--- src/rtl/out_word_packer.sv ---
// out_word_packer
//   Packs byte-wide output writes from the bilinear core into 32-bit word
//   writes with byte enables, queued in a small FIFO toward the frame
//   buffer / DMA over a valid/ready interface. A flush pulse drains the
//   partial accumulator word and then reports completion with a 1-cycle pulse.
//
//   Parameters: AW (byte address width), DEPTH (word FIFO entries, power of 2).
//   Ports:
//     clk, rst          clock, synchronous active-high reset
//     i_we/i_waddr/i_wdata  byte write from the core
//     i_flush           end-of-frame pulse
//     o_word_valid/i_word_ready  word handshake (FIFO head)
//     o_word_addr/o_word_data/o_word_be  head word (little-endian lanes)
//     o_busy            accumulator or FIFO occupied, or flush in progress
//     o_flush_done      1-cycle pulse when the drain has completed
//     o_overflow        sticky: a byte or word was dropped
//   Optional build macro PACKER_STATS_EN adds o_word_count and
//   o_partial_count (words accepted into the FIFO / those with be != 4'hF).

module out_word_packer #(
    parameter int AW    = 19,
    parameter int DEPTH = 4
) (
    input  logic          clk,
    input  logic          rst,
    input  logic          i_we,
    input  logic [AW-1:0] i_waddr,
    input  logic [7:0]    i_wdata,
    input  logic          i_flush,
    output logic          o_word_valid,
    input  logic          i_word_ready,
    output logic [AW-3:0] o_word_addr,
    output logic [31:0]   o_word_data,
    output logic [3:0]    o_word_be,
    output logic          o_busy,
    output logic          o_flush_done,
    output logic          o_overflow
`ifdef PACKER_STATS_EN
    ,
    output logic [31:0]   o_word_count,
    output logic [31:0]   o_partial_count
`endif
);

    localparam int PW = $clog2(DEPTH);
    localparam int WW = (AW - 2) + 32 + 4;
    localparam logic [PW:0] FULL_COUNT = (PW + 1)'(DEPTH);

    typedef enum logic [1:0] {
        S_RUN,
        S_DRAIN,
        S_DONE
    } state_t;

    state_t state, state_n;

    // accumulator
    logic          acc_valid, acc_valid_n;
    logic [AW-3:0] acc_addr, acc_addr_n;
    logic [31:0]   acc_data, acc_data_n;
    logic [3:0]    acc_be, acc_be_n;

    // word FIFO
    logic [WW-1:0] mem [DEPTH];
    logic [PW-1:0] wr_ptr, rd_ptr;
    logic [PW:0]   count;

    logic          pop, space, push, push_ok, overflow_set;
    logic [WW-1:0] push_word;
    logic [1:0]    lane;
    logic [4:0]    shift;
    logic [3:0]    byte_be, merged_be;
    logic [31:0]   merged_data, byte_data;

    assign pop   = (count != '0) && i_word_ready;
    // a same-cycle pop frees a slot in a full FIFO
    assign space = (count != FULL_COUNT) || pop;

    assign lane      = i_waddr[1:0];
    assign shift     = {lane, 3'b000};
    assign byte_be   = 4'b0001 << lane;
    assign byte_data = {24'h0, i_wdata} << shift;
    // a repeat write to a lane overwrites that lane's data only
    assign merged_data = (acc_data & ~(32'h0000_00FF << shift)) | byte_data;
    assign merged_be   = acc_be | byte_be;

    always_comb begin
        state_n      = state;
        acc_valid_n  = acc_valid;
        acc_addr_n   = acc_addr;
        acc_data_n   = acc_data;
        acc_be_n     = acc_be;
        push         = 1'b0;
        push_word    = {acc_addr, acc_data, acc_be};
        overflow_set = 1'b0;
        o_flush_done = 1'b0;

        case (state)
            S_RUN: begin
                if (i_flush) state_n = S_DRAIN;
            end
            S_DRAIN: begin
                if (i_we) overflow_set = 1'b1;
                // the accumulator waits for space rather than being dropped
                if (acc_valid && space) begin
                    push        = 1'b1;
                    acc_valid_n = 1'b0;
                end
                if (!acc_valid && count == '0) state_n = S_DONE;
            end
            S_DONE: begin
                o_flush_done = 1'b1;
                state_n      = i_flush ? S_DRAIN : S_RUN;
            end
            default: state_n = S_RUN;
        endcase

        if (i_we && state != S_DRAIN) begin
            if (!acc_valid) begin
                acc_valid_n = 1'b1;
                acc_addr_n  = i_waddr[AW-1:2];
                acc_data_n  = byte_data;
                acc_be_n    = byte_be;
            end else if (acc_addr == i_waddr[AW-1:2]) begin
                if (merged_be == 4'hF) begin
                    push        = 1'b1;
                    push_word   = {acc_addr, merged_data, merged_be};
                    acc_valid_n = 1'b0;
                    acc_data_n  = '0;
                    acc_be_n    = '0;
                end else begin
                    acc_data_n = merged_data;
                    acc_be_n   = merged_be;
                end
            end else begin
                push        = 1'b1;
                acc_valid_n = 1'b1;
                acc_addr_n  = i_waddr[AW-1:2];
                acc_data_n  = byte_data;
                acc_be_n    = byte_be;
            end
        end

        if (push && !space) overflow_set = 1'b1;
    end

    assign push_ok = push && space;

    always_ff @(posedge clk) begin
        if (rst) state <= S_RUN;
        else     state <= state_n;
    end

    always_ff @(posedge clk) begin
        if (rst) begin
            acc_valid  <= 1'b0;
            acc_addr   <= '0;
            acc_data   <= '0;
            acc_be     <= '0;
            o_overflow <= 1'b0;
        end else begin
            acc_valid <= acc_valid_n;
            acc_addr  <= acc_addr_n;
            acc_data  <= acc_data_n;
            acc_be    <= acc_be_n;
            if (overflow_set) o_overflow <= 1'b1;
        end
    end

    always_ff @(posedge clk) begin
        if (rst) begin
            for (int unsigned i = 0; i < DEPTH; i++) mem[i] <= '0;
            wr_ptr <= '0;
            rd_ptr <= '0;
            count  <= '0;
        end else begin
            if (push_ok) begin
                mem[wr_ptr] <= push_word;
                wr_ptr      <= wr_ptr + 1'b1;
            end
            if (pop) rd_ptr <= rd_ptr + 1'b1;
            case ({push_ok, pop})
                2'b10:   count <= count + 1'b1;
                2'b01:   count <= count - 1'b1;
                default: count <= count;
            endcase
        end
    end

    assign o_word_valid = (count != '0);
    assign {o_word_addr, o_word_data, o_word_be} = mem[rd_ptr];
    assign o_busy = acc_valid || (count != '0) || (state != S_RUN);

`ifdef PACKER_STATS_EN
    // totals are cleared by reset only, so a frame's counts survive its flush
    always_ff @(posedge clk) begin
        if (rst) begin
            o_word_count    <= '0;
            o_partial_count <= '0;
        end else if (push_ok) begin
            o_word_count <= o_word_count + 32'd1;
            if (push_word[3:0] != 4'hF) o_partial_count <= o_partial_count + 32'd1;
        end
    end
`endif

endmodule

--- config.mk ---
export PLATFORM = sky130hd
export DESIGN_NAME = out_word_packer
export DESIGN_NICKNAME = d
export VERILOG_FILES = /design/src/rtl/out_word_packer.sv
export SDC_FILE = /design/constraint.sdc
export NUM_CORES = 1
export LEC_CHECK = 0
export CELL_PAD_IN_SITES_DETAIL_PLACEMENT = 2
export CELL_PAD_IN_SITES_GLOBAL_PLACEMENT = 2
export CORE_MARGIN = 1
export CORE_UTILIZATION = 43
export CTS_BUF_LIST = sky130_fd_sc_hd__clkbuf_8
export DETAILED_ROUTE_END_ITERATION = 7
export PLACE_DENSITY_LB_ADDON = 0.1
export SYNTH_ARGS = -nofsm -noshare
export SYNTH_HDL_FRONTEND = slang
export SYNTH_SLANG_ARGS = --single-unit
--- constraint.sdc ---
create_clock -name clk -period 8.06 [get_ports clk]
set_input_delay 1.612 -clock clk [delete_from_list [all_inputs] [get_ports clk]]
set_output_delay 1.612 -clock clk [all_outputs]
set_load 0.05 [all_outputs]
# Yosys cells after proc, flatten, opt, wreduce, memory -nomap -nowiden
# Memory sizes are Yosys's and may differ from the RTL's. A register that Yosys moved wholly into a read port is not among the register bits.
# Cells that the tools add are included.
dict set report word_totals {
  register_bits 64
  ramBits 212
  out_inout_bits 57
  wordCells 94
  memories 1
}
# name words width rd rd_ports_with_merged_regs write_ports line_no
set mem_list {}
lappend mem_list {mem 4 53 1 1 4 64} ;# logic [WW-1:0] mem [DEPTH];
dict set report op_classes {
  addsub 4
  n_eq_ne 11
  n_shift 3
  muxes 43
  bitwise 4
  n_reduce_logical 19
}
# op n
set op_table {}
lappend op_table {{36-bit two-way mux} 4}
lappend op_table {{32-bit two-way mux} 3}
lappend op_table {{53-bit two-way mux} 1}
lappend op_table {{53-bit OR reduction} 1}
lappend op_table {{17-bit two-way mux} 2}
lappend op_table {{32-bit bitwise AND} 1}
lappend op_table {{32-bit NOT} 1}
lappend op_table {{32-bit bitwise OR} 1}
lappend op_table {{8-bit by 5-bit << shifter with 32-bit output} 1}
lappend op_table {{8-bit by 5-bit << shifter with 32-bit output (first input constant)} 1}
lappend op_table {{1-bit two-way mux} 23}
lappend op_table {{17-bit equality test} 1}
lappend op_table {{4-bit two-way mux} 3}
lappend op_table {{2-bit two-way mux} 5}
lappend op_table {{1-bit logical AND} 6}
lappend op_table {{2-bit inequality test (second input constant)} 3}
lappend op_table {{2-bit case mux with 3 select lines} 1}
lappend op_table {{3-bit case mux with 2 select lines} 1}
lappend op_table {{2-bit by 1-bit adder with 2-bit output (second input constant)} 2}
lappend op_table {{2-bit by 1-bit equality test with 1-bit output (second input constant)} 2}
lappend op_table {{2-bit equality test (second input constant)} 2}
lappend op_table {{4-bit equality test (second input constant)} 1}
lappend op_table {{4-bit bitwise OR} 1}
lappend op_table {{2-bit AND reduction} 2}
lappend op_table {{11 further kinds} 15}

# Logic depth before layout (Yosys ltp)
dict set report logic_depth {
  word_depth 16
  depth_mapped 11
  depth_no_buf 10
}

# Worst setup path after synthesis
# Ideal clock, no wire load.
dict set report synth_path {
  kind {input -> register}
  startpoint {input i_waddr[0]}
  endpoint {memory mem[0][0] (netlist bit), enable pin}
  setup_ns 0.537
  arrival_ns 6.478
  required_ns 7.523
  setup_slack_ns 1.045
  path_stages 7
  n_path_buf 2
  cell_sequence {buf_4 mux2_4 nand4_4 nand4_2 o211ai_2 buf_2 o21ai_0}
}
# element line_no
set synth_lines {}
lappend synth_lines {{start, declared} 27} ;# input logic [AW-1:0] i_waddr,
lappend synth_lines {{end, declared} 64}

==> summary.md <==
| Metric | Value |
|---|---|
| Outcome | finished, final reports clean |
| Maximum clock insertion buffer count | 3 |
| Pre-Repair DR Iteration Count | 5 |
| XOR/XNOR Fraction of Synth Area | ~1.5% |
| Clock power share | approximately 32% |
| Pin count of the biggest net entering global routing | 63 |
| Max Freq | 197.6 MHz |
| P_int | 2636 µW |
| Highest-count cells in the layout ignoring fill and taps | 212 x edfxtp_1, 88 x clkdlybuf4s50_1, 74 x a21oi_1 |
| Row Count | just over 60 |
| IO Pins | 89 |
| Final hold violations | 0 |
| Critical Path AT | about 5300 ps |
| Die Ht | around 170 µm |
| Via density | 6.284 |
| Seq/Total Area, Yosys | between 60% and 70% |
| Commonest non-fill, non-tap cell in the layout | edfxtp_1 |
| DRC viols | 0 |
| Least-Margin Pin Slew | between 1000 and 1500 ps |
| Initial antenna violation count | 0 |
| Max-cap violations | 0 |
| Antenna diodes | 0 |
| Pins Over Slew Limit | 0 |
| Power density over the cells | 265.5 nW/µm² |
| Compound-Gate Fraction of Synth Area | 15.51% |
| Adder-cell area share of the yosys netlist | 0.2590% |
| Synth Flop Type | edfxtp_1 |
| Critical path data required time | 8260 ps |
| Crit-path max FO | 58 |
| DIE AREA | 29900 µm² |
| H-Tree Depth | 2 |
| Crit. End Element | register |
| Syn Inst Count | slightly above 900 |
| Flop pwr share | 43.3% |
| # fillers | between 2000 and 3000 |
| DIE WIDTH | 172.9 µm |
| Via count | around 9000 |
| First-pass GRT wire length | about 63000 µm |
| CTS tree | yes |
| Core area | 28700 µm² |
| Ys Warns | 0 |
| Syn Area/Cell | 13.54 µm² |
| Register bit count reported by yosys | 278 |
| Total GRT Usage | between 20 and 30% |
| Initial Util | a little over two fifths |
| Sw power | 1276 µW |
| PnR Total Power | 3912 µW |
| Final Critical Period | 5059 ps |
| Netlist cell types | 59 |
| Share of layout cells above drive strength 1 | 15.41% |
| Cts hold-fix bufs | 0 |
| PortBufs | around 90 |
| Initial DRC Count | around 690 |
| Area grow syn2layout | 17.30% |
| Final ANT Viol Nets | 0 |
| PostCTS Resize Cnt | 0 |
| Syn_nets | 962 |
| RSZ-0062 raised after global routing | false |
| Max VDD drop | 0.1911 mV |
| Flop2flop setup slack | between 4000 and 5000 ps |
| GP Congestion | roughly 0.84 |
| CTS Buf Count | 49 |
| Sw frac | 32.62% |
| Detailed Route WL | 41040 µm |
| Largest family of logic cells by synthesized area | compound AO/OA/AOI/OAI gates |
| Leak | 0.004722 µW |
| Relative slew slack | a little under a fifth |
| CTS clk-pin slew, worst paths | 60 ps |
| Post-synth ARST share | 0% |
| WHS | ~470 ps |
| WL/cell | 28.60 µm |
| Fin cells | around 1400 |
| Root Buffer | clkbuf_8 |
| Final worst-path cycle share | between 60% and 70% |
| DP Worst Slack | around 2500 ps |
| Hpwl dp | 26160 µm |
| Post-synth EDFFs | 212 |
| Vias in the first global route | ~9900 |
| Dpl cells | 1343 |
| Setup violations, final | 0 |
| Setup WS post-layout | 3001 ps |
| Logic pwr share | between 20 and 25% |
| Total congestion overflow | 0 |
| Post-Synth Simple-Gate Area | 8.078% |
| Skew final | 20.30 ps |
| Fin nets | 1044 |
| Later-pin clock latency in the skew report | 570 ps |
| Crit Path Class | primary input to register |
| Sink count of the clock tree | 278 |
| Syn Std Cell Area | approximately 13000 µm² |
| CP Launch Type | primary input |
| Final TNS setup | 0 ps |
| Hold WC Path Type | register to register |
| Setup Fix Bufs, Post-CTS | 0 |
| Mux cell area share after synthesis | between 9 and 10% |
-- cell type report --
class	count	area, µm²	share of cell area, %
clock buffers	57	784.5	5.324
clock inverters	35	172.7	1.172
inverters	23	86.33	0.5859
multi-input cells	551	4496	30.51
flip-flops and latches	278	7692	52.20
well taps	384	480.5	3.261
repair buffers	107	1023	6.946
-- cells by family (layout without fill, tap and decap cells) --
family | Yosys count | count (layout)
XOR/XNOR | 21 | 21
AO/OA/AOI/OAI | 273 | 273
buffers and inverters | 99 | 222
multiplexers | 57 | 57
adder cells (fa/ha/maj) | 2 | 2
AND/OR/NAND/NOR | 198 | 198
flip-flops | 278 | 278
-- power by group through the flow --
stage | registers [µW] | logic [µW] | clock network (µW)
floorplan | 1680 | 679 | 0
global placement | 1720 | 930 | 0
detailed placement | 1730 | 952 | 0
CTS | 1700 | 958 | 1290
global route | 1710 | 995 | 1340
finish | 1690 | 950 | 1270
-- Yosys cell counts (12+ instances only) --
cell type	n	area, µm²
a211oi_1	64	480.5
a21oi_1	74	370.4
a32o_1	25	250.2
buf_2	37	185.2
clkbuf_1	29	108.9
dfxtp_1	66	1321
edfxtp_1	212	6366
inv_1	23	86.33
mux4_2	53	1194
nand2_1	15	56.30
nand3_1	35	175.2
nor2_1	57	214.0
nor2b_1	12	75.07
nor3_1	44	220.2
o2111ai_1	15	131.4
o21ai_0	37	185.2
o31ai_1	16	120.1
xor2_1	19	166.4
-- worst max-delay path, cell delays in order --
cell             delay (ps)
clkdlybuf4s50_1         490
xor2_1                  240
nor4_1                  100
nand4_1                 100
buf_4                   520
o21ai_0                 480
o21ai_4                1050
buf_4                   600
-- through the flow --
stage | util, % | area (µm²)
after floorplan | - | 12560
after global placement | 48.00 | 13780
after detailed placement | 48.00 | 13780
after CTS | 51.34 | 14740
after global routing | 51.34 | 14740
final | 51.34 | 14740
-- routing by layer --
metal  global-route usage (%)  wire length [µm]  vias to the layer above
li1                         -                 -                     3894
met1                    39.55             18230                     4775
met2                    46.17             19950                      277
met3                    3.936              2151                       71
met4                    6.010               710                        0
met5                        0                 0                        -
-- sequential cells by signal, summed over array words and instances, names as in the netlist, named ones only --
name	flops
mem	212
acc_addr	17
acc_be	4
acc_valid	1
o_overflow	1
rd_ptr	2
count	3
acc_data	32
wr_ptr	2
state	2
-- worst paths after layout --
path / start / end / cells past startpoint
min reg2reg: acc_data[4] / acc_data[4] / 1
min: acc_data[4] / acc_data[4] / 1
max: i_waddr[5] / mem[1][8] / 8
max reg2reg: acc_addr[3] / mem[1][8] / 7
Note: power is estimated with default switching activity, not from simulation.
